--- src/rtl/poweron_sequencer_if.sv ---
// Rail-sequencer control/status bundle: start, delays and power-good in,
// rail enables and status out.
interface poweron_sequencer_if #(
   parameter int CH_NUM = 4,
   parameter int DLY_W  = 20
);
   localparam int FCH_W = (CH_NUM > 1) ? $clog2(CH_NUM) : 1;

   logic                    i_Start;
   logic [CH_NUM*DLY_W-1:0] i_Delay_cfg;
   logic [CH_NUM-1:0]       i_Pg;
   logic [CH_NUM-1:0]       o_En;
   logic                    o_All_done;
   logic                    o_Busy;
   logic                    o_Fault;
   logic [FCH_W-1:0]        o_Fault_ch;

   modport slave (
      input  i_Start,
      input  i_Delay_cfg,
      input  i_Pg,
      output o_En,
      output o_All_done,
      output o_Busy,
      output o_Fault,
      output o_Fault_ch
   );

   modport master (
      output i_Start,
      output i_Delay_cfg,
      output i_Pg,
      input  o_En,
      input  o_All_done,
      input  o_Busy,
      input  o_Fault,
      input  o_Fault_ch
   );
endinterface

--- src/rtl/poweron_sequencer.sv ---
// Multi-rail power sequencer: ascending power-up with per-rail delay and PG
// wait, descending power-down, sticky fault shutdown on PG loss/timeout.
module poweron_sequencer #(
   parameter int SYSCLK_FREQ   = 125,
   parameter int CH_NUM        = 4,
   parameter int DLY_W         = 20,
   parameter int PG_TIMEOUT_US = 10000,
   parameter int DOWN_DELAY_US = 100
) (
   input  logic                i_Sys_clk,
   input  logic                i_Rst,
   poweron_sequencer_if.slave  bus
);
   localparam int IDX_W = (CH_NUM > 1) ? $clog2(CH_NUM) : 1;
   localparam int PRE_W = (SYSCLK_FREQ > 1) ? $clog2(SYSCLK_FREQ) : 1;
   localparam logic [IDX_W-1:0] LAST = IDX_W'(CH_NUM - 1);
   localparam logic [PRE_W-1:0] PRE_MAX = PRE_W'(SYSCLK_FREQ - 1);
   localparam logic             TO_EN = (PG_TIMEOUT_US > 0);
   localparam logic [DLY_W-1:0] TO_M1 =
      (PG_TIMEOUT_US > 0) ? DLY_W'(PG_TIMEOUT_US - 1) : '0;
   localparam logic             DN_ZERO = (DOWN_DELAY_US == 0);
   localparam logic [DLY_W-1:0] DN_M1 =
      (DOWN_DELAY_US > 0) ? DLY_W'(DOWN_DELAY_US - 1) : '0;

   typedef enum logic [2:0] {
      IDLE, UP_WAIT, UP_PG, DONE, DOWN_WAIT, FAULT
   } state_t;

   state_t            state, state_n;
   logic [IDX_W-1:0]  idx, idx_n;
   logic [CH_NUM-1:0] en, en_n;
   logic [IDX_W-1:0]  fault_ch, fault_ch_n;
   logic [CH_NUM-1:0] pg_m, pg_s;
   logic [PRE_W-1:0]  pre;
   logic [DLY_W-1:0]  us, dly, dly_n;
   logic              tick, clr;
   logic              any_en;
   logic [IDX_W-1:0]  hi_en, lo_drop;
   logic              to_hit, dn_hit;

   assign tick   = (pre == PRE_MAX);
   // Tick-qualified compares fire on the edge where the µs count lands.
   assign to_hit = TO_EN && tick && (us == TO_M1);
   assign dn_hit = DN_ZERO || (tick && (us == DN_M1));
   assign clr    = (state_n != state) || (idx_n != idx);
   assign dly_n  = bus.i_Delay_cfg[int'(idx_n)*DLY_W +: DLY_W];

   always_comb begin
      any_en  = |en;
      hi_en   = '0;
      lo_drop = '0;
      for (int k = 0; k < CH_NUM; k++)
         if (en[k]) hi_en = IDX_W'(k);
      for (int k = CH_NUM - 1; k >= 0; k--)
         if (!pg_s[k]) lo_drop = IDX_W'(k);
   end

   always_comb begin
      state_n    = state;
      idx_n      = idx;
      en_n       = en;
      fault_ch_n = fault_ch;
      unique case (state)
         IDLE: begin
            if (bus.i_Start) begin
               state_n = UP_WAIT;
               idx_n   = '0;
            end
         end
         UP_WAIT, UP_PG: begin
            if (!bus.i_Start) begin
               if (any_en) begin
                  state_n = DOWN_WAIT;
                  idx_n   = hi_en;
               end else begin
                  state_n = IDLE;
               end
            end else if (state == UP_WAIT) begin
               if (us == dly) begin
                  en_n[idx] = 1'b1;
                  state_n   = UP_PG;
               end
            end else if (pg_s[idx]) begin
               if (idx == LAST) begin
                  state_n = DONE;
               end else begin
                  idx_n   = idx + IDX_W'(1);
                  state_n = UP_WAIT;
               end
            end else if (to_hit) begin
               state_n    = FAULT;
               fault_ch_n = idx;
               en_n       = '0;
            end
         end
         DONE: begin
            if (!(&pg_s)) begin
               state_n    = FAULT;
               fault_ch_n = lo_drop;
               en_n       = '0;
            end else if (!bus.i_Start) begin
               state_n = DOWN_WAIT;
               idx_n   = LAST;
            end
         end
         DOWN_WAIT: begin
            if (dn_hit) begin
               en_n[idx] = 1'b0;
               if (idx == '0) state_n = IDLE;
               else           idx_n   = idx - IDX_W'(1);
            end
         end
         FAULT: begin
            en_n = '0;
            if (!bus.i_Start) state_n = IDLE;
         end
         default: state_n = IDLE;
      endcase
   end

   always_ff @(posedge i_Sys_clk or posedge i_Rst) begin
      if (i_Rst) begin
         state    <= IDLE;
         idx      <= '0;
         en       <= '0;
         fault_ch <= '0;
         pg_m     <= '0;
         pg_s     <= '0;
         pre      <= '0;
         us       <= '0;
         dly      <= '0;
      end else begin
         state    <= state_n;
         idx      <= idx_n;
         en       <= en_n;
         fault_ch <= fault_ch_n;
         pg_m     <= bus.i_Pg;
         pg_s     <= pg_m;
         if (clr) begin
            pre <= '0;
            us  <= '0;
            dly <= dly_n;
         end else begin
            pre <= tick ? '0 : pre + PRE_W'(1);
            if (tick && !(&us)) us <= us + DLY_W'(1);
         end
      end
   end

   assign bus.o_En       = en;
   assign bus.o_All_done = (state == DONE);
   assign bus.o_Busy     = (state == UP_WAIT) || (state == UP_PG) ||
                           (state == DOWN_WAIT);
   assign bus.o_Fault    = (state == FAULT);
   assign bus.o_Fault_ch = fault_ch;
endmodule

--- src/flat_wrapper.sv ---
// flat-port wrapper written by rule: the top's interface ports become plain ports
module poweron_sequencer_flat 
#(
   parameter int SYSCLK_FREQ   = 125,
   parameter int CH_NUM        = 4,
   parameter int DLY_W         = 20,
   parameter int PG_TIMEOUT_US = 10000,
   parameter int DOWN_DELAY_US = 100
)
  (i_Sys_clk, i_Rst, bus_i_Start, bus_i_Delay_cfg, bus_i_Pg, bus_o_En, bus_o_All_done, bus_o_Busy, bus_o_Fault, bus_o_Fault_ch);
  poweron_sequencer_if #(.CH_NUM(CH_NUM), .DLY_W(DLY_W)) bus_i ();
  input  logic i_Sys_clk;
  input  logic i_Rst;
  input wire logic [$bits(bus_i.i_Start)-1:0] bus_i_Start;
  input wire logic [$bits(bus_i.i_Delay_cfg)-1:0] bus_i_Delay_cfg;
  input wire logic [$bits(bus_i.i_Pg)-1:0] bus_i_Pg;
  output wire logic [$bits(bus_i.o_En)-1:0] bus_o_En;
  output wire logic [$bits(bus_i.o_All_done)-1:0] bus_o_All_done;
  output wire logic [$bits(bus_i.o_Busy)-1:0] bus_o_Busy;
  output wire logic [$bits(bus_i.o_Fault)-1:0] bus_o_Fault;
  output wire logic [$bits(bus_i.o_Fault_ch)-1:0] bus_o_Fault_ch;
  assign bus_i.i_Start = bus_i_Start;
  assign bus_i.i_Delay_cfg = bus_i_Delay_cfg;
  assign bus_i.i_Pg = bus_i_Pg;
  assign bus_o_En = bus_i.o_En;
  assign bus_o_All_done = bus_i.o_All_done;
  assign bus_o_Busy = bus_i.o_Busy;
  assign bus_o_Fault = bus_i.o_Fault;
  assign bus_o_Fault_ch = bus_i.o_Fault_ch;
  poweron_sequencer #(.SYSCLK_FREQ(SYSCLK_FREQ), .CH_NUM(CH_NUM), .DLY_W(DLY_W), .PG_TIMEOUT_US(PG_TIMEOUT_US), .DOWN_DELAY_US(DOWN_DELAY_US)) u_core (.i_Sys_clk(i_Sys_clk), .i_Rst(i_Rst), .bus(bus_i));
endmodule
--- config.mk ---
export PLATFORM = sky130hd
export DESIGN_NAME = poweron_sequencer_flat
export DESIGN_NICKNAME = d
export VERILOG_FILES = /design/src/rtl/poweron_sequencer_if.sv /design/src/rtl/poweron_sequencer.sv /design/src/flat_wrapper.sv
export SDC_FILE = /design/constraint.sdc
export NUM_CORES = 1
export LEC_CHECK = 0
export BUFFER_PORTS_ARGS = -buffer_cell sky130_fd_sc_hd__buf_2
export CAP_MARGIN = 40
export CORE_UTILIZATION = 25
export DETAILED_ROUTE_END_ITERATION = 10
export PLACE_DENSITY = 0.49
export SLEW_MARGIN = 20
export SYNTH_ARGS = -nofsm -noshare
export SYNTH_HDL_FRONTEND = slang
export SYNTH_SLANG_ARGS = --single-unit
--- constraint.sdc ---
create_clock -name i_Sys_clk -period 7.65 [get_ports i_Sys_clk]
set_input_delay 1.1475 -clock i_Sys_clk [delete_from_list [all_inputs] [get_ports i_Sys_clk]]
set_output_delay 1.1475 -clock i_Sys_clk [all_outputs]
set_load 0.005 [all_outputs]
==> flow_summary.yaml <==
clocking:
  cts_buffers: 9
  hold_buffers: 0
  clock_path_buffers: 2
  cts_setup_buffers: 0
  cts_sinks: 66
  clock_latency_ns: 0.33
  cts_resized: 0
  cts_tree: "yes"
  clk_pin_slew_worst_paths_ns: 0.05
  ctsRootBufferMaster: "clkbuf_16"
  cts-htree-levels: 3
yosys:
  avgSynthCellArea_um2: 9.41
  synth_cells: 466
  synth_fa_ha_area_frac: 0.00856
  synth_top_family_by_area: "multiplexers"
  synth.distinct_cells: 53
  ys.flop_type: "dfrtp_1"
  synth_edf_count: 0
  syn_nets: 556
  synth_compound_area_frac: 0.0987
  synthTopCellsByArea: "dfrtp_1, mux2i_1, xor2_1"
  ys_ff_latch: 66
  synth_most_common_cell: "dfrtp_1"
  synth_top_area_cell: "dfrtp_1"
  synthXorXnorAreaFrac: 0.0879
  synthSimpleGateAreaFrac: 0.185
  synthArstFlopShare: 1.00
  synth_common_cells: "dfrtp_1, mux2i_1, nor2_1"
  synth_area_mm2: 0.00439
  yosys_warnings: 0
  synthMuxAreaShare: 0.197
  synth_top_cell_area_share: 0.377
  ys_seq_area_frac: 0.377
worst_setup_path:
  crit_path_end: "u_core.dly[12]"
  rr_endpoint: "u_core.dly[12]"
  end_kind: "register"
  reg2reg_depth: 8
  path_cells: "or3b_1 > and3_1 > o21ai_0 > a31oi_1 > nand3_1 > nand4_1 > or4_4 > mux2_2"
  critPathMaxStageDelay_ns: 0.78
  worstPathRequired_ns: 7.86
  worstPathMaxFanout: 47
  worstSetupPathType: "register to register"
  r2r_start: "u_core.state[0]"
  cp-start-kind: "register"
  crit_path_start: "u_core.state[0]"
  rrSetupSlack_ns: 4.08
  slowest_stage: "or4_4"
  crit_arrival_ns: 3.78
floorplan:
  num_rows: 48
  ios: 96
  die_x_um: 134
  die_area_mm2: 0.0181
  core_area_mm2: 0.0172
  start_util: 0.254
  die_h_um: 134
placement:
  dp_hpwl_mm: 8.01
  port_buffers: 95
  dp_cells: 762
  gp_congestion: 0.824
routing:
  drtPass1Iterations: 4
  routed_via_density: 4.82
  via_count: 3750
  drc_errors: 0
  drtAntennaViolNets: 0
  drtIter0Drc: 319
  wl_mm: 10.9
  wl_per_cell_um: 14.0
run:
  maxCapViolCount: 0
finish:
  layout-drive-gt1-share: 0.255
  layout.nets: 639
  stdcell_count: 778
  diodes: 0
  synthToLayoutAreaGrowth_pct: 20.9
  n_fill_cell: 1814
global_routing:
  grt_max_degree: 67
  grt_pass1_vias: 3581
  antenna_found_initial: 0
  grt_pass1_wl_mm: 18.1
  globalRouteTotalUtil: 0.126
  grt.overflow.total: 0
sta:
  tightest_slew_ns: 0.912
  clock.fmax_mhz: 280
  post-route-period-util: 0.467
  setup_viol: 0
  layout_min_cycle_time_ns: 3.57
  finalMaxSlewViolations: 0
  slew-limit-headroom: 0.388
  rsz0062_at_grt: "no"
  worst_clock_skew_ns: 0.00557
  fin_tns_setup_ns: 0
  hold_viol_final: 0
power:
  peakVddDrop_v: 0.000167
  leakage_nw: 2.31
  power.density_mw_per_mm2: 324
min_path:
  hp-class: "register to register"
run_status:
  outcome: "finished, final reports clean"
## through the flow
step	hold slack [ns]	util	total power, mW	worst slack [ns]	instance area [um2]
after floorplan	0.331	-	1.23	4.21	4390
after global placement	0.339	0.291	1.36	3.95	5010
after detailed placement	0.344	0.291	1.38	3.92	5020
after CTS	0.357	0.306	1.74	4.12	5270
after global routing	0.364	0.307	1.85	3.90	5300
final	0.350	0.307	1.72	4.08	5300
## cell families (layout without fill, tap and decap cells)
logic type	after synthesis	count (layout)
and+or+nand+nor	162	162
muxes	82	82
buffers and inverters	41	128
xor gates and xnor gates	44	44
DFF	66	66
adders and majority gates	3	3
AOI/OAI and AO/OA	68	68
## report_power, final
group	internal, mW	switching (mW)	leakage [nW]	total [mW]
Sequential	0.435	0.0971	0.848	0.532
Combinational	0.404	0.423	1.34	0.827
Clock	0.216	0.141	0.122	0.357
Total	1.06	0.661	2.31	1.72
## cell type report
type | count | area (um2) | share of cell area
multi-input combinational | 359 | 2530 | 0.478
sequential | 66 | 1650 | 0.312
timing repair buffer | 100 | 531 | 0.100
tap | 225 | 282 | 0.0531
clock buffer | 12 | 236 | 0.0446
inverter | 13 | 48.8 | 0.00921
clock inverter | 3 | 17.5 | 0.00331
## worst max-delay path, delay by kind of cell, from the launching register on
| kind | cells | cell delay, ns |
|---|---|---|
| AO/OA/AOI/OAI | 2 | 0.45 |
| multiplexers | 1 | 0.37 |
| AND/OR/NAND/NOR | 5 | 1.86 |
| flip-flops | 1 | 0.74 |
## metal layers
layer  vias up  share of wire  track usage
met4         0          0.024       0.0468
met5         -              0            0
met2       127           0.47        0.200
met3        22          0.050       0.0268
met1      1769           0.46        0.168
li1       1832              -            -
## how the worst min path moves through the flow
stage / to / cells after the start / slack (ns) / from
final: u_core.pg_s[0] / 0 / 0.35 / u_core.pg_m[0]
after global routing: u_core.pg_s[0] / 0 / 0.36 / u_core.pg_m[0]
after CTS: u_core.pg_s[0] / 0 / 0.36 / u_core.pg_m[0]
after detailed placement: u_core.pg_s[2] / 0 / 0.34 / u_core.pg_m[2]
after global placement: u_core.pg_s[0] / 0 / 0.34 / u_core.pg_m[0]
after floorplan: u_core.pg_s[0] / 0 / 0.33 / u_core.pg_m[0]
## cells in the final DEF, fill, tap and decap left out, types with 4 or more instances in the layout
master	synthesis	routed
a31oi_1	10	10
and3_1	7	7
nor2b_1	4	4
and2_1	4	4
dfrtp_1	66	66
buf_2	11	96
nor2_1	48	48
inv_1	13	12
nand3_1	21	21
a21oi_1	15	15
nor3_1	14	14
nand4_1	5	5
o21ai_0	15	15
and4_1	5	5
clkbuf_16	0	9
mux2i_1	61	61
nor4_1	7	7
xnor2_1	10	10
nand2_1	35	35
mux2_2	19	19
xor2_1	34	34
## flip-flops by register name, summed over array words and instances, names as in the netlist
| signal | flops |
|---|---|
| u_core.dly | 20 |
| u_core.pre | 7 |
| u_core.bus.o_Fault_ch | 2 |
| u_core.us | 20 |
| u_core.idx | 2 |
| u_core.bus.o_En | 4 |
| u_core.pg_s | 4 |
| u_core.pg_m | 4 |
| u_core.state | 3 |
Note: power is estimated with default switching activity, not from simulation.
